[src/rtl/pkt_rx_if.sv]
// MAC receive-side bus: packet-available flag, framed 64-bit word stream and the
// read enable returned to the MAC.
interface pkt_rx_if;
    logic        pkt_rx_avail;
    logic [63:0] pkt_rx_data;
    logic        pkt_rx_val;
    logic        pkt_rx_sop;
    logic        pkt_rx_eop;
    logic [2:0]  pkt_rx_mod;
    logic        pkt_rx_err;
    logic        pkt_rx_ren;

    modport master (
        output pkt_rx_avail, pkt_rx_data, pkt_rx_val, pkt_rx_sop,
        output pkt_rx_eop, pkt_rx_mod, pkt_rx_err,
        input  pkt_rx_ren
    );

    modport slave (
        input  pkt_rx_avail, pkt_rx_data, pkt_rx_val, pkt_rx_sop,
        input  pkt_rx_eop, pkt_rx_mod, pkt_rx_err,
        output pkt_rx_ren
    );
endinterface

[src/rtl/pkt_rx_intf.sv]
// Packet receive front end: pulls packets from the MAC, checks SOP/EOP framing,
// forwards accepted words one cycle later and keeps saturating statistics.
module pkt_rx_intf (
    input  logic        clk_156m25,
    input  logic        reset_156m25_n,
    input  logic        rx_en,
    input  logic        clr_stats,
    pkt_rx_if.slave     mac,
    output logic [63:0] out_data,
    output logic        out_val,
    output logic        out_sop,
    output logic        out_eop,
    output logic [2:0]  out_mod,
    output logic        out_err,
    output logic [31:0] good_pkt_cnt,
    output logic [31:0] err_pkt_cnt,
    output logic [31:0] byte_cnt,
    output logic [15:0] frame_err_cnt,
    output logic        busy
);
    typedef enum logic {IDLE, READ} state_t;

    state_t      state_q, state_d;
    logic        in_pkt_q, in_pkt_d;
    logic [31:0] pkt_bytes_q, pkt_bytes_d;
    logic [31:0] good_q, good_d, err_q, err_d, bytes_q, bytes_d;
    logic [15:0] frame_err_q, frame_err_d;
    logic [63:0] out_data_q, out_data_d;
    logic        out_val_q, out_val_d, out_sop_q, out_sop_d;
    logic        out_eop_q, out_eop_d, out_err_q, out_err_d;
    logic [2:0]  out_mod_q, out_mod_d;

    logic        val_eop;
    logic        accept;
    logic        frame_err_inc;
    logic        good_inc;
    logic        err_inc;
    logic [31:0] word_bytes;
    logic [31:0] pkt_total;
    logic [32:0] byte_sum;

    assign val_eop = mac.pkt_rx_val & mac.pkt_rx_eop;

    // State register
    always_ff @(posedge clk_156m25 or negedge reset_156m25_n) begin
        if (!reset_156m25_n) state_q <= IDLE;
        else                 state_q <= state_d;
    end

    // Next state: dropping rx_en in READ only blocks the next packet, never aborts one
    always_comb begin
        state_d = state_q;
        case (state_q)
            IDLE:    if (rx_en && mac.pkt_rx_avail) state_d = READ;
            READ:    if (val_eop)                   state_d = IDLE;
            default: state_d = IDLE;
        endcase
    end

    // FSM outputs: ren falls combinationally in the EOP cycle
    always_comb begin
        mac.pkt_rx_ren = (state_q == READ) && !val_eop;
        busy           = (state_q == READ);
    end

    // Framing, packet byte accumulation and statistics
    always_comb begin
        word_bytes    = (mac.pkt_rx_eop && mac.pkt_rx_mod != 3'd0) ? {29'd0, mac.pkt_rx_mod} : 32'd8;
        pkt_total     = (mac.pkt_rx_sop ? 32'd0 : pkt_bytes_q) + word_bytes;
        byte_sum      = {1'b0, bytes_q} + {1'b0, pkt_total};
        accept        = 1'b0;
        frame_err_inc = 1'b0;
        good_inc      = 1'b0;
        err_inc       = 1'b0;
        in_pkt_d      = in_pkt_q;
        pkt_bytes_d   = pkt_bytes_q;

        if (mac.pkt_rx_val) begin
            if (mac.pkt_rx_sop) begin
                // A SOP inside a packet abandons the partial one and restarts here
                accept        = 1'b1;
                frame_err_inc = in_pkt_q;
            end else if (in_pkt_q) begin
                accept = 1'b1;
            end else begin
                frame_err_inc = 1'b1;
            end
        end

        if (accept) begin
            if (mac.pkt_rx_eop) begin
                in_pkt_d    = 1'b0;
                pkt_bytes_d = 32'd0;
                err_inc     = mac.pkt_rx_err;
                good_inc    = !mac.pkt_rx_err;
            end else begin
                in_pkt_d    = 1'b1;
                pkt_bytes_d = pkt_total;
            end
        end

        good_d      = (good_inc && good_q != '1) ? good_q + 32'd1 : good_q;
        err_d       = (err_inc && err_q != '1) ? err_q + 32'd1 : err_q;
        frame_err_d = (frame_err_inc && frame_err_q != '1) ? frame_err_q + 16'd1 : frame_err_q;
        bytes_d     = !good_inc ? bytes_q : (byte_sum[32] ? '1 : byte_sum[31:0]);

        if (clr_stats) begin
            good_d      = '0;
            err_d       = '0;
            frame_err_d = '0;
            bytes_d     = '0;
        end

        out_val_d  = accept;
        out_data_d = accept ? mac.pkt_rx_data : 64'd0;
        out_sop_d  = accept && mac.pkt_rx_sop;
        out_eop_d  = accept && mac.pkt_rx_eop;
        out_mod_d  = accept ? mac.pkt_rx_mod : 3'd0;
        out_err_d  = accept && mac.pkt_rx_eop && mac.pkt_rx_err;
    end

    always_ff @(posedge clk_156m25 or negedge reset_156m25_n) begin
        if (!reset_156m25_n) begin
            in_pkt_q    <= 1'b0;
            pkt_bytes_q <= '0;
            good_q      <= '0;
            err_q       <= '0;
            bytes_q     <= '0;
            frame_err_q <= '0;
            out_data_q  <= '0;
            out_val_q   <= 1'b0;
            out_sop_q   <= 1'b0;
            out_eop_q   <= 1'b0;
            out_mod_q   <= '0;
            out_err_q   <= 1'b0;
        end else begin
            in_pkt_q    <= in_pkt_d;
            pkt_bytes_q <= pkt_bytes_d;
            good_q      <= good_d;
            err_q       <= err_d;
            bytes_q     <= bytes_d;
            frame_err_q <= frame_err_d;
            out_data_q  <= out_data_d;
            out_val_q   <= out_val_d;
            out_sop_q   <= out_sop_d;
            out_eop_q   <= out_eop_d;
            out_mod_q   <= out_mod_d;
            out_err_q   <= out_err_d;
        end
    end

    assign out_data      = out_data_q;
    assign out_val       = out_val_q;
    assign out_sop       = out_sop_q;
    assign out_eop       = out_eop_q;
    assign out_mod       = out_mod_q;
    assign out_err       = out_err_q;
    assign good_pkt_cnt  = good_q;
    assign err_pkt_cnt   = err_q;
    assign byte_cnt      = bytes_q;
    assign frame_err_cnt = frame_err_q;
endmodule

[src/flat_wrapper.sv]
// flat-port wrapper written by rule: the top's interface ports become plain ports
module pkt_rx_intf_flat 
  (clk_156m25, reset_156m25_n, rx_en, clr_stats, out_data, out_val, out_sop, out_eop, out_mod, out_err, good_pkt_cnt, err_pkt_cnt, byte_cnt, frame_err_cnt, busy, mac_pkt_rx_avail, mac_pkt_rx_data, mac_pkt_rx_val, mac_pkt_rx_sop, mac_pkt_rx_eop, mac_pkt_rx_mod, mac_pkt_rx_err, mac_pkt_rx_ren);
  pkt_rx_if mac_i ();
  input  logic clk_156m25;
  input  logic reset_156m25_n;
  input  logic rx_en;
  input  logic clr_stats;
  output logic [63:0] out_data;
  output logic out_val;
  output logic out_sop;
  output logic out_eop;
  output logic [2:0] out_mod;
  output logic out_err;
  output logic [31:0] good_pkt_cnt;
  output logic [31:0] err_pkt_cnt;
  output logic [31:0] byte_cnt;
  output logic [15:0] frame_err_cnt;
  output logic busy;
  input wire logic [$bits(mac_i.pkt_rx_avail)-1:0] mac_pkt_rx_avail;
  input wire logic [$bits(mac_i.pkt_rx_data)-1:0] mac_pkt_rx_data;
  input wire logic [$bits(mac_i.pkt_rx_val)-1:0] mac_pkt_rx_val;
  input wire logic [$bits(mac_i.pkt_rx_sop)-1:0] mac_pkt_rx_sop;
  input wire logic [$bits(mac_i.pkt_rx_eop)-1:0] mac_pkt_rx_eop;
  input wire logic [$bits(mac_i.pkt_rx_mod)-1:0] mac_pkt_rx_mod;
  input wire logic [$bits(mac_i.pkt_rx_err)-1:0] mac_pkt_rx_err;
  output wire logic [$bits(mac_i.pkt_rx_ren)-1:0] mac_pkt_rx_ren;
  assign mac_i.pkt_rx_avail = mac_pkt_rx_avail;
  assign mac_i.pkt_rx_data = mac_pkt_rx_data;
  assign mac_i.pkt_rx_val = mac_pkt_rx_val;
  assign mac_i.pkt_rx_sop = mac_pkt_rx_sop;
  assign mac_i.pkt_rx_eop = mac_pkt_rx_eop;
  assign mac_i.pkt_rx_mod = mac_pkt_rx_mod;
  assign mac_i.pkt_rx_err = mac_pkt_rx_err;
  assign mac_pkt_rx_ren = mac_i.pkt_rx_ren;
  pkt_rx_intf u_core (.clk_156m25(clk_156m25), .reset_156m25_n(reset_156m25_n), .rx_en(rx_en), .clr_stats(clr_stats), .mac(mac_i), .out_data(out_data), .out_val(out_val), .out_sop(out_sop), .out_eop(out_eop), .out_mod(out_mod), .out_err(out_err), .good_pkt_cnt(good_pkt_cnt), .err_pkt_cnt(err_pkt_cnt), .byte_cnt(byte_cnt), .frame_err_cnt(frame_err_cnt), .busy(busy));
endmodule
[config.mk]
export PLATFORM = sky130hd
export DESIGN_NAME = pkt_rx_intf_flat
export DESIGN_NICKNAME = d
export VERILOG_FILES = /design/src/rtl/pkt_rx_if.sv /design/src/rtl/pkt_rx_intf.sv /design/src/flat_wrapper.sv
export SDC_FILE = /design/constraint.sdc
export NUM_CORES = 1
export LEC_CHECK = 0
export CAP_MARGIN = 20
export CORE_MARGIN = 2
export CORE_UTILIZATION = 55
export CTS_CLUSTER_DIAMETER = 100
export DETAILED_ROUTE_END_ITERATION = 7
export HOLD_SLACK_MARGIN = 0.08
export PLACE_DENSITY = 0.83
export SYNTH_ARGS = -nofsm -noshare
export SYNTH_HDL_FRONTEND = slang
export SYNTH_SLANG_ARGS = --single-unit
[constraint.sdc]
create_clock -name clk_156m25 -period 11.4 [get_ports clk_156m25]
set_clock_uncertainty 0.1 [all_clocks]
set_input_delay 3.42 -clock clk_156m25 [delete_from_list [all_inputs] [get_ports clk_156m25]]
set_output_delay 3.42 -clock clk_156m25 [all_outputs]
set_load 0.02 [all_outputs]
== Yosys cells after proc, flatten, opt, wreduce, memory -nomap -nowiden ==
Index checks and enable logic that the tools add are counted.

* Reductions and logical operators: 16
* $add $sub $neg: 5
* Bitwise operators: 2
* Eq/ne operators: 3
* Muxes and demuxes: 28

{| class="wikitable"
|+ Operators by type and width
! kind !! count
|-
| 2-to-1 mux 32 bit || 9
|-
| adder 32 x 1 -> 32 bit (second input constant) || 2
|-
| 2-to-1 mux 64 bit || 1
|-
| inequality test 32 bit (second input constant) || 2
|-
| adder 32 x 32 -> 33 bit || 1
|-
| adder 32 bit || 1
|-
| 2-to-1 mux 16 bit || 2
|-
| adder 16 x 1 -> 16 bit (second input constant) || 1
|-
| inequality test 16 bit (second input constant) || 1
|-
| 2-to-1 mux 1 bit || 13
|-
| logical AND 1 bit || 9
|-
| nonzero test 2 bit || 4
|-
| 2-to-1 mux 4 bit || 1
|-
| 2-to-1 mux 3 bit || 1
|-
| nonzero test 3 bit || 1
|-
| logical NOT 1 bit || 2
|-
| one-hot mux 1 bit (2 select lines) || 1
|-
| AND 1 bit || 1
|-
| NOT 1 bit || 1
|}

* Register bits: 217
* Input bits: 76

== Longest topological paths before layout ==
Gate-level depths: netlist of run 1.

* Depth after elaboration: 8
* Mapped depth: 24
* Gate-level depth less buffers: 19

== Worst setup path before layout of run 1 ==
OpenSTA, ideal clock, no wires.

* Path type: input port to flip-flop
* Start point: input port mac_pkt_rx_sop
* End point: register u_core.bytes_q[31], in the netlist u_core.byte_cnt[31]
* Stages: 20
* Required time: 11.206 ns
* Data arrival time: 7.699 ns
* Setup slack: 3.507 ns
* Path buffers: 2
* Setup time: 0.094 ns
* Cell sequence: clkbuf_1 > clkbuf_1 > nor2b_1 > ha_1 > fa_1 > a21o_1 > a21oi_1 > nor3_1 > and3_1 > nand2_1 > xnor2_1 > ha_1 > a21o_1 > a21o_1 > a21o_1 > a21o_1 > a2111oi_0 > a21oi_1 > mux2_1 > a211oi_1

* Cells in the longest elaborated chain, start to end: 6

{| class="wikitable"
|+ Ends and longest elaborated chain
! item !! RTL line !! text
|-
| from (decl) || flat_wrapper.sv:23 || <nowiki>input wire logic [$bits(mac_i.pkt_rx_sop)-1:0] mac_pkt_rx_sop;</nowiki>
|-
| 2-to-1 mux 32 bit || pkt_rx_intf.sv:69 || <nowiki>pkt_total = (mac.pkt_rx_sop ? 32'd0 : pkt_bytes_q) + word_bytes;</nowiki>
|-
| adder 32 bit || pkt_rx_intf.sv:69 ||
|-
| adder 32 x 32 -> 33 bit || pkt_rx_intf.sv:70 || <nowiki>byte_sum = {1'b0, bytes_q} + {1'b0, pkt_total};</nowiki>
|-
| 2-to-1 mux 32 bit (2 in series) || pkt_rx_intf.sv:105 || <nowiki>bytes_d = !good_inc ? bytes_q : (byte_sum[32] ? '1 : byte_sum[31:0]);</nowiki>
|-
| 2-to-1 mux 32 bit || pkt_rx_intf.sv:107 || <nowiki>if (clr_stats) begin</nowiki>
|-
| to (signal assigned) || pkt_rx_intf.sv:141 || <nowiki>bytes_q <= bytes_d;</nowiki>
|-
| to (decl) || pkt_rx_intf.sv:26 || <nowiki>logic [31:0] good_q, good_d, err_q, err_d, bytes_q, bytes_d;</nowiki>
|}

Parallel ways exist; a longest one is shown, timed or not. The select of a mux whose other input is x is not followed.
A chain may end at the register's enable or synchronous reset.

== Final worst setup path of run 1 ==
* Start point: input port mac_pkt_rx_sop
* End point: register u_core.bytes_q[4], in the netlist u_core.byte_cnt[4]

Same word-level chain as after synthesis.

==> impl_metrics.json, run 1 <==
{
  "root_buffer": "clkbuf_16",
  "reg2reg_setup_slack_ps": 6190,
  "gp_congestion": 0.8912,
  "cts_resized": 0,
  "clock_latency_ps": 520,
  "hold_ws_ps": 366.1,
  "power.density_nw_per_um2": 119.6,
  "final.setup.tns_ps": 0,
  "viasPerCell": 5.627,
  "place_ws_ps": 2439,
  "rsz0062_at_grt": "false",
  "nets": 1548,
  "grt_pass1_vias": 9507,
  "cts_made_buffers": 24,
  "r2r-start": "u_core.pkt_bytes_q[0]$_DFFE_PN0P_",
  "final_common_cell": "clkdlybuf4s50_1",
  "synthCells": 1180,
  "r2r_cells": 19,
  "whs_endpoint": "u_core.pkt_bytes_q[1]$_DFFE_PN0P_",
  "cp_max_fo": 35,
  "clock_path_buffers": 3,
  "floorplan.initialDensity_pct": 56.24,
  "hold_depth": 2,
  "clk_pin_slew_worst_paths_ps": 60,
  "drt_iter0_markers": 429,
  "layout_common_cells": "258 x clkdlybuf4s50_1, 217 x dfrtp_1, 159 x nor2_1",
  "synthArstFlopShare_pct": 100.0,
  "hold_violations": 0,
  "area_growth_pct": 31.51,
  "grt_start_max_net_pins": 83,
  "dieHeight_um": 148.3,
  "max-vdd-ir-drop_uv": 159.8,
  "fin_ws_ps": 2904,
  "drive_above_1_share_pct": 4.722,
  "cts.sinks": 217,
  "synth_area_per_cell_um2": 9.705,
  "routed-via-count": 9622,
  "drc": 0,
  "cts_setup_buffers": 0,
  "yosysWarnings": 0,
  "grt_util_all_layers_pct": 26.66,
  "rows": 52,
  "rr_endpoint": "u_core.byte_cnt[4]$_DFFE_PN0P_",
  "path_class": "input port to register",
  "core_area_um2": 20360,
  "crit_path_start_kind": "input port",
  "grt_pass1_wl_um": 48250,
  "syn_nets": 1300,
  "setup-violations-final": 0,
  "cts_hold_buf": 0,
  "die-area_um2": 21990,
  "cts.htree.levels": 1,
  "cp-end-kind": "register",
  "synth_area_um2": 11450,
  "hold_path_class": "register to register",
  "place_hpwl_um": 20690,
  "cts_tree": "yes",
  "tightest_slew_ps": 914.2,
  "post-route-period-util_pct": 74.53,
  "leakagePower_nw": 6.611,
  "slew_viol_final": 0,
  "grt_overflow": 0,
  "drtPass1Iterations": 5,
  "io_pins": 261,
  "dp_cells": 1671,
  "critPathRequiredTime_ps": 11680,
  "synth_edf_count": 0,
  "final_cells": 1710,
  "antenna_cells": 0,
  "ant_nets": 0,
  "arrival_ps": 8780,
  "drt-total-wl_um": 29480,
  "ys_seq_area_share_pct": 47.42,
  "max_freq_ghz": 0.1177,
  "fin_crit_ps": 8496,
  "synth_cell_types": 72,
  "antenna_found_initial": 0,
  "die_w_um": 148.3,
  "hp-start": "u_core.pkt_bytes_q[1]$_DFFE_PN0P_",
  "synthFlopType": "dfrtp_1",
  "post_drt_wl_per_cell_um": 17.24,
  "ys_ff_latch": 217,
  "multi_input_comb_area_um2": 5734,
  "maxSlewHeadroom_pct": 39.06,
  "maxCapViolCount": 0,
  "regArea_um2": 5430,
  "outcome": "completed",
  "fillers": 1479,
  "io_buffers": 260
}
[cell families after synthesis]
group	after synthesis	synth area share, %
fa+ha+maj	44	4.938
xor+xnor	123	9.407
simple gates	522	23.66
buf+inv	74	2.567
mux	10	0.9286
compound gates	190	11.08
flops	217	47.42
[metal layers]
| layer | global-route usage [%] | wire length [um] | vias to the layer above |
|---|---|---|---|
| met3 | 5.613 | 1767 | 58 |
| li1 | - | - | 4573 |
| met5 | 0 | 0 | - |
| met2 | 44.72 | 14490 | 275 |
| met1 | 35.56 | 12400 | 4716 |
| met4 | 6.905 | 827 | 0 |
[synthesized netlist by cell type, drive strengths merged, types with 14 or more instances]
cell    count  area (um2)
and4       14       127.6
clkbuf     37       138.9
nand2      90       340.3
xor2       80       700.7
nor2b      19       118.9
and3       19       118.9
nand3      44       220.2
a21o       14       105.1
a21oi      42       210.2
a22o       14       122.6
ha         42       525.5
a211oi     34       255.2
inv        25       93.84
nor2      161       614.3
xnor2      43       376.6
dfrtp     217        5430
and2       83       519.3
nor3       19       100.1
nand4      32       212.7
o21ai      39       195.2
[metrics by stage]
step | area [um2] | total power, mW | util (%)
after global routing | 15060 | 1.869 | 73.96
after global placement | 14270 | 1.042 | 70.08
final | 15060 | 1.801 | 73.96
after CTS | 15040 | 1.818 | 73.86
after detailed placement | 14270 | 1.047 | 70.08
after floorplan | 11450 | 0.9313 | -
[where the power goes]
group	internal (mW)	switching [mW]	leakage, nW
registers	0.796	0.0144	2.96
logic	0.0998	0.125	3.27
clock network	0.467	0.299	0.376
total	1.36	0.438	6.61
[worst max path at each step]
stage | endpoint | start
after floorplan | u_core.byte_cnt[31]$_DFFE_PN0P_ | mac_pkt_rx_sop
after global placement | u_core.byte_cnt[4]$_DFFE_PN0P_ | mac_pkt_rx_sop
after detailed placement | u_core.byte_cnt[4]$_DFFE_PN0P_ | mac_pkt_rx_sop
after CTS | mac_pkt_rx_ren | mac_pkt_rx_eop
after global routing | u_core.byte_cnt[4]$_DFFE_PN0P_ | mac_pkt_rx_sop
final | u_core.byte_cnt[4]$_DFFE_PN0P_ | mac_pkt_rx_sop
[registers in the layout (all words and copies together) (netlist names), 3 cells and up]
| signal | cells |
|---|---|
| u_core.pkt_bytes_q | 32 |
| u_core.out_data | 64 |
| u_core.out_mod | 3 |
| u_core.err_pkt_cnt | 32 |
| u_core.good_pkt_cnt | 32 |
| u_core.frame_err_cnt | 16 |
| u_core.byte_cnt | 32 |
[final cells by class]
| type | count | area share (%) |
|---|---|---|
| clock buffers | 35 | 4.669 |
| clock inverters | 3 | 0.4320 |
| inverters | 26 | 0.6480 |
| multi-input cells | 889 | 38.07 |
| flip-flops and latches | 217 | 36.06 |
| well taps | 270 | 2.243 |
| repair buffers | 270 | 17.88 |
[critical path: stages]
cell and delay, ps:
clkdlybuf4s50_1 450, buf_4 340, nor2b_1 110, ha_1 230
fa_1 410, a21o_1 190, a21oi_1 310, nor3_1 150
and3_1 240, nand2_1 190, nor2_1 110, xor2_1 170
ha_1 390, o21ai_0 240, o21ai_0 140, a31o_2 250
a211oi_1 230, o31a_1 590, buf_4 360, o21a_1 150
nor3_1 40
(Power assumes the default switching activity.)
==> inputs of run 2 (changes only) <==
--- a/config.mk
+++ b/config.mk
@@ -7,11 +7,11 @@
 export LEC_CHECK = 0
 export CAP_MARGIN = 20
 export CORE_MARGIN = 2
-export CORE_UTILIZATION = 55
+export CORE_UTILIZATION = 51
 export CTS_CLUSTER_DIAMETER = 100
 export DETAILED_ROUTE_END_ITERATION = 7
 export HOLD_SLACK_MARGIN = 0.08
-export PLACE_DENSITY = 0.83
+export PLACE_DENSITY = 0.78
 export SYNTH_ARGS = -nofsm -noshare
 export SYNTH_HDL_FRONTEND = slang
 export SYNTH_SLANG_ARGS = --single-unit
==> constraint.sdc (replaced) <==
create_clock -name clk_156m25 -period 8.1 [get_ports clk_156m25]
set_clock_uncertainty 0.1 [all_clocks]
set_input_delay 2.43 -clock clk_156m25 [delete_from_list [all_inputs] [get_ports clk_156m25]]
set_output_delay 2.43 -clock clk_156m25 [all_outputs]
set_load 0.02 [all_outputs]
==> run 2 against run 1 <==
Against the previous run: register-to-register slack got worse by 3200 ps; via count down 1.3%; sequential power grew 41%; setup slack worse by 2100 ps; flip-flop and latch count unchanged; die area grew 7.6%; utilization shrank 5.5 points; total power rose by 38%; count of clock-buffer cells in the layout shrank 1; critical path depth did not move; combinational power rose by 40%; cell area down 0.14%.
==> impl_metrics.json, run 2 (synthesized netlist as in run 1, its figures left out) <==
{
  "die_w_um": 153.9,
  "place_ws_ps": 431.3,
  "tightest_slew_ps": 937.2,
  "final.setup.tns_ps": 0,
  "root_buffer": "clkbuf_16",
  "maxSlewHeadroom_pct": 37.52,
  "cp-endpoint": "u_core.byte_cnt[27]$_DFFE_PN0P_",
  "critPathRequiredTime_ps": 8430,
  "drt-total-wl_um": 29810,
  "cts.htree.levels": 1,
  "rows": 54,
  "cts_resized": 0,
  "grt_util_all_layers_pct": 24.97,
  "drtPass1Iterations": 5,
  "grt_overflow": 0,
  "p_int_mw": 1.858,
  "power.density_nw_per_um2": 165.7,
  "dieHeight_um": 153.9,
  "path_class": "input port to register",
  "cts_made_buffers": 25,
  "layout_common_cells": "258 x clkdlybuf4s50_1, 217 x dfrtp_1, 159 x nor2_1",
  "cp-end-kind": "register",
  "slew_viol_final": 0,
  "hold_violations": 0,
  "leakagePower_nw": 6.602,
  "p_seq_share_pct": 45.7,
  "hold_ws_ps": 377.0,
  "grt_pass1_vias": 9308,
  "drive_above_1_share_pct": 5.055,
  "fin_ws_ps": 837.3,
  "clock_path_buffers": 3,
  "final_core_util_pct": 68.49,
  "area_growth_pct": 31.32,
  "post-route-period-util_pct": 89.66,
  "max_freq_ghz": 0.1377,
  "r2r_cells": 19,
  "die-area_um2": 23670,
  "routed-via-count": 9495,
  "gp_congestion": 0.8997,
  "reg2reg_setup_slack_ps": 3040,
  "switching_share_pct": 25.46,
  "cts_setup_buffers": 0,
  "nets": 1550,
  "final_common_cell": "clkdlybuf4s50_1",
  "finalPower_mw": 2.492,
  "p_sw_mw": 0.6345,
  "ant_nets": 0,
  "rsz0062_at_grt": "false",
  "fin_crit_ps": 7263,
  "clk_pin_slew_worst_paths_ps": 60,
  "antenna_found_initial": 1,
  "floorplan.initialDensity_pct": 52.15,
  "crit_path_start_kind": "input port",
  "drc": 0,
  "io_buffers": 260,
  "viasPerCell": 5.504,
  "cp_max_fo": 30,
  "post_drt_wl_per_cell_um": 17.28,
  "drt_iter0_markers": 516,
  "hold_path_class": "register to register",
  "outcome": "completed",
  "rr_endpoint": "u_core.byte_cnt[27]$_DFFE_PN0P_",
  "grt_pass1_wl_um": 48470,
  "clock_latency_ps": 520,
  "maxCapViolCount": 0,
  "startpoint": "mac_pkt_rx_sop",
  "cts.sinks": 217,
  "grt_start_max_net_pins": 121,
  "cts_hold_buf": 0,
  "setup-violations-final": 0,
  "cts_tree": "yes",
  "place_hpwl_um": 21200,
  "p_comb_share_pct": 12.6,
  "core_area_um2": 21960,
  "io_pins": 261,
  "hold_depth": 1,
  "arrival_ps": 7590,
  "pwr-share-clk_pct": 41.6,
  "largest_reg_flops": 64,
  "r2r-start": "u_core.pkt_bytes_q[0]$_DFFE_PN0P_",
  "max-vdd-ir-drop_uv": 151.7
}
[run 2: worst min path at each step]
stage	start	endpoint	slack [ps]
after floorplan	u_core.pkt_bytes_q[0]$_DFFE_PN0P_	u_core.pkt_bytes_q[0]$_DFFE_PN0P_	330
after global placement	u_core.pkt_bytes_q[1]$_DFFE_PN0P_	u_core.pkt_bytes_q[1]$_DFFE_PN0P_	350
after detailed placement	u_core.pkt_bytes_q[1]$_DFFE_PN0P_	u_core.pkt_bytes_q[1]$_DFFE_PN0P_	360
after CTS	u_core.pkt_bytes_q[1]$_DFFE_PN0P_	u_core.pkt_bytes_q[1]$_DFFE_PN0P_	380
after global routing	u_core.pkt_bytes_q[1]$_DFFE_PN0P_	u_core.pkt_bytes_q[1]$_DFFE_PN0P_	400
final	u_core.busy$_DFF_PN0_	u_core.busy$_DFF_PN0_	380
[run 2: through the flow]
step	instances	area, um2
2_1_floorplan	1180	11450
3_3_place_gp	1683	14300
3_5_place_dp	1683	14300
4_1_cts	1724	15040
5_1_grt	1725	15040
6_report	1725	15040
[run 2: worst max-delay path: stages]
cell	delay (ps)
clkdlybuf4s50_1	620
buf_4	290
nor2b_1	80
ha_1	330
inv_1	60
o21bai_1	330
nand4b_1	300
nor2_1	370
nand2_1	140
xor2_1	150
nor2_1	70
ha_1	340
and2_0	320
nand3_1	120
nand2b_1	150
a31oi_1	240
nor2_1	110
o31a_1	400
buf_4	270
a311o_1	340
nor3_1	130
[run 2: cell type report]
cell class / count / area, um2
Antenna cell: 1 / 2.502
Multi-Input combinational cell: 889 / 5734
Inverter: 26 / 97.59
Timing Repair Buffer: 271 / 2688
Clock inverter: 7 / 37.54
Tap cell: 280 / 350.3
Fill cell: 1691 / 6919
Clock buffer: 34 / 699.4
Sequential cell: 217 / 5430
[run 2: layer usage]
metal  share of wire, %  up-vias  global-route usage (%)  routed length [um]
li1                   -     4593                       -                   -
met1                 44     4598                   33.91               13020
met2                 48      241                   41.40               14440
met3                5.1       63                   4.651                1521
met4                2.8        0                   6.943                 825
met5                  0        -                       0                   0
[run 2: power by group through the flow]
stage | combinational (mW) | clock (mW) | sequential (mW)
after floorplan | 0.113 | 0 | 1.20
after global placement | 0.312 | 0 | 1.16
after detailed placement | 0.316 | 0 | 1.16
after CTS | 0.319 | 1.06 | 1.14
after global routing | 0.343 | 1.10 | 1.14
final | 0.315 | 1.04 | 1.14
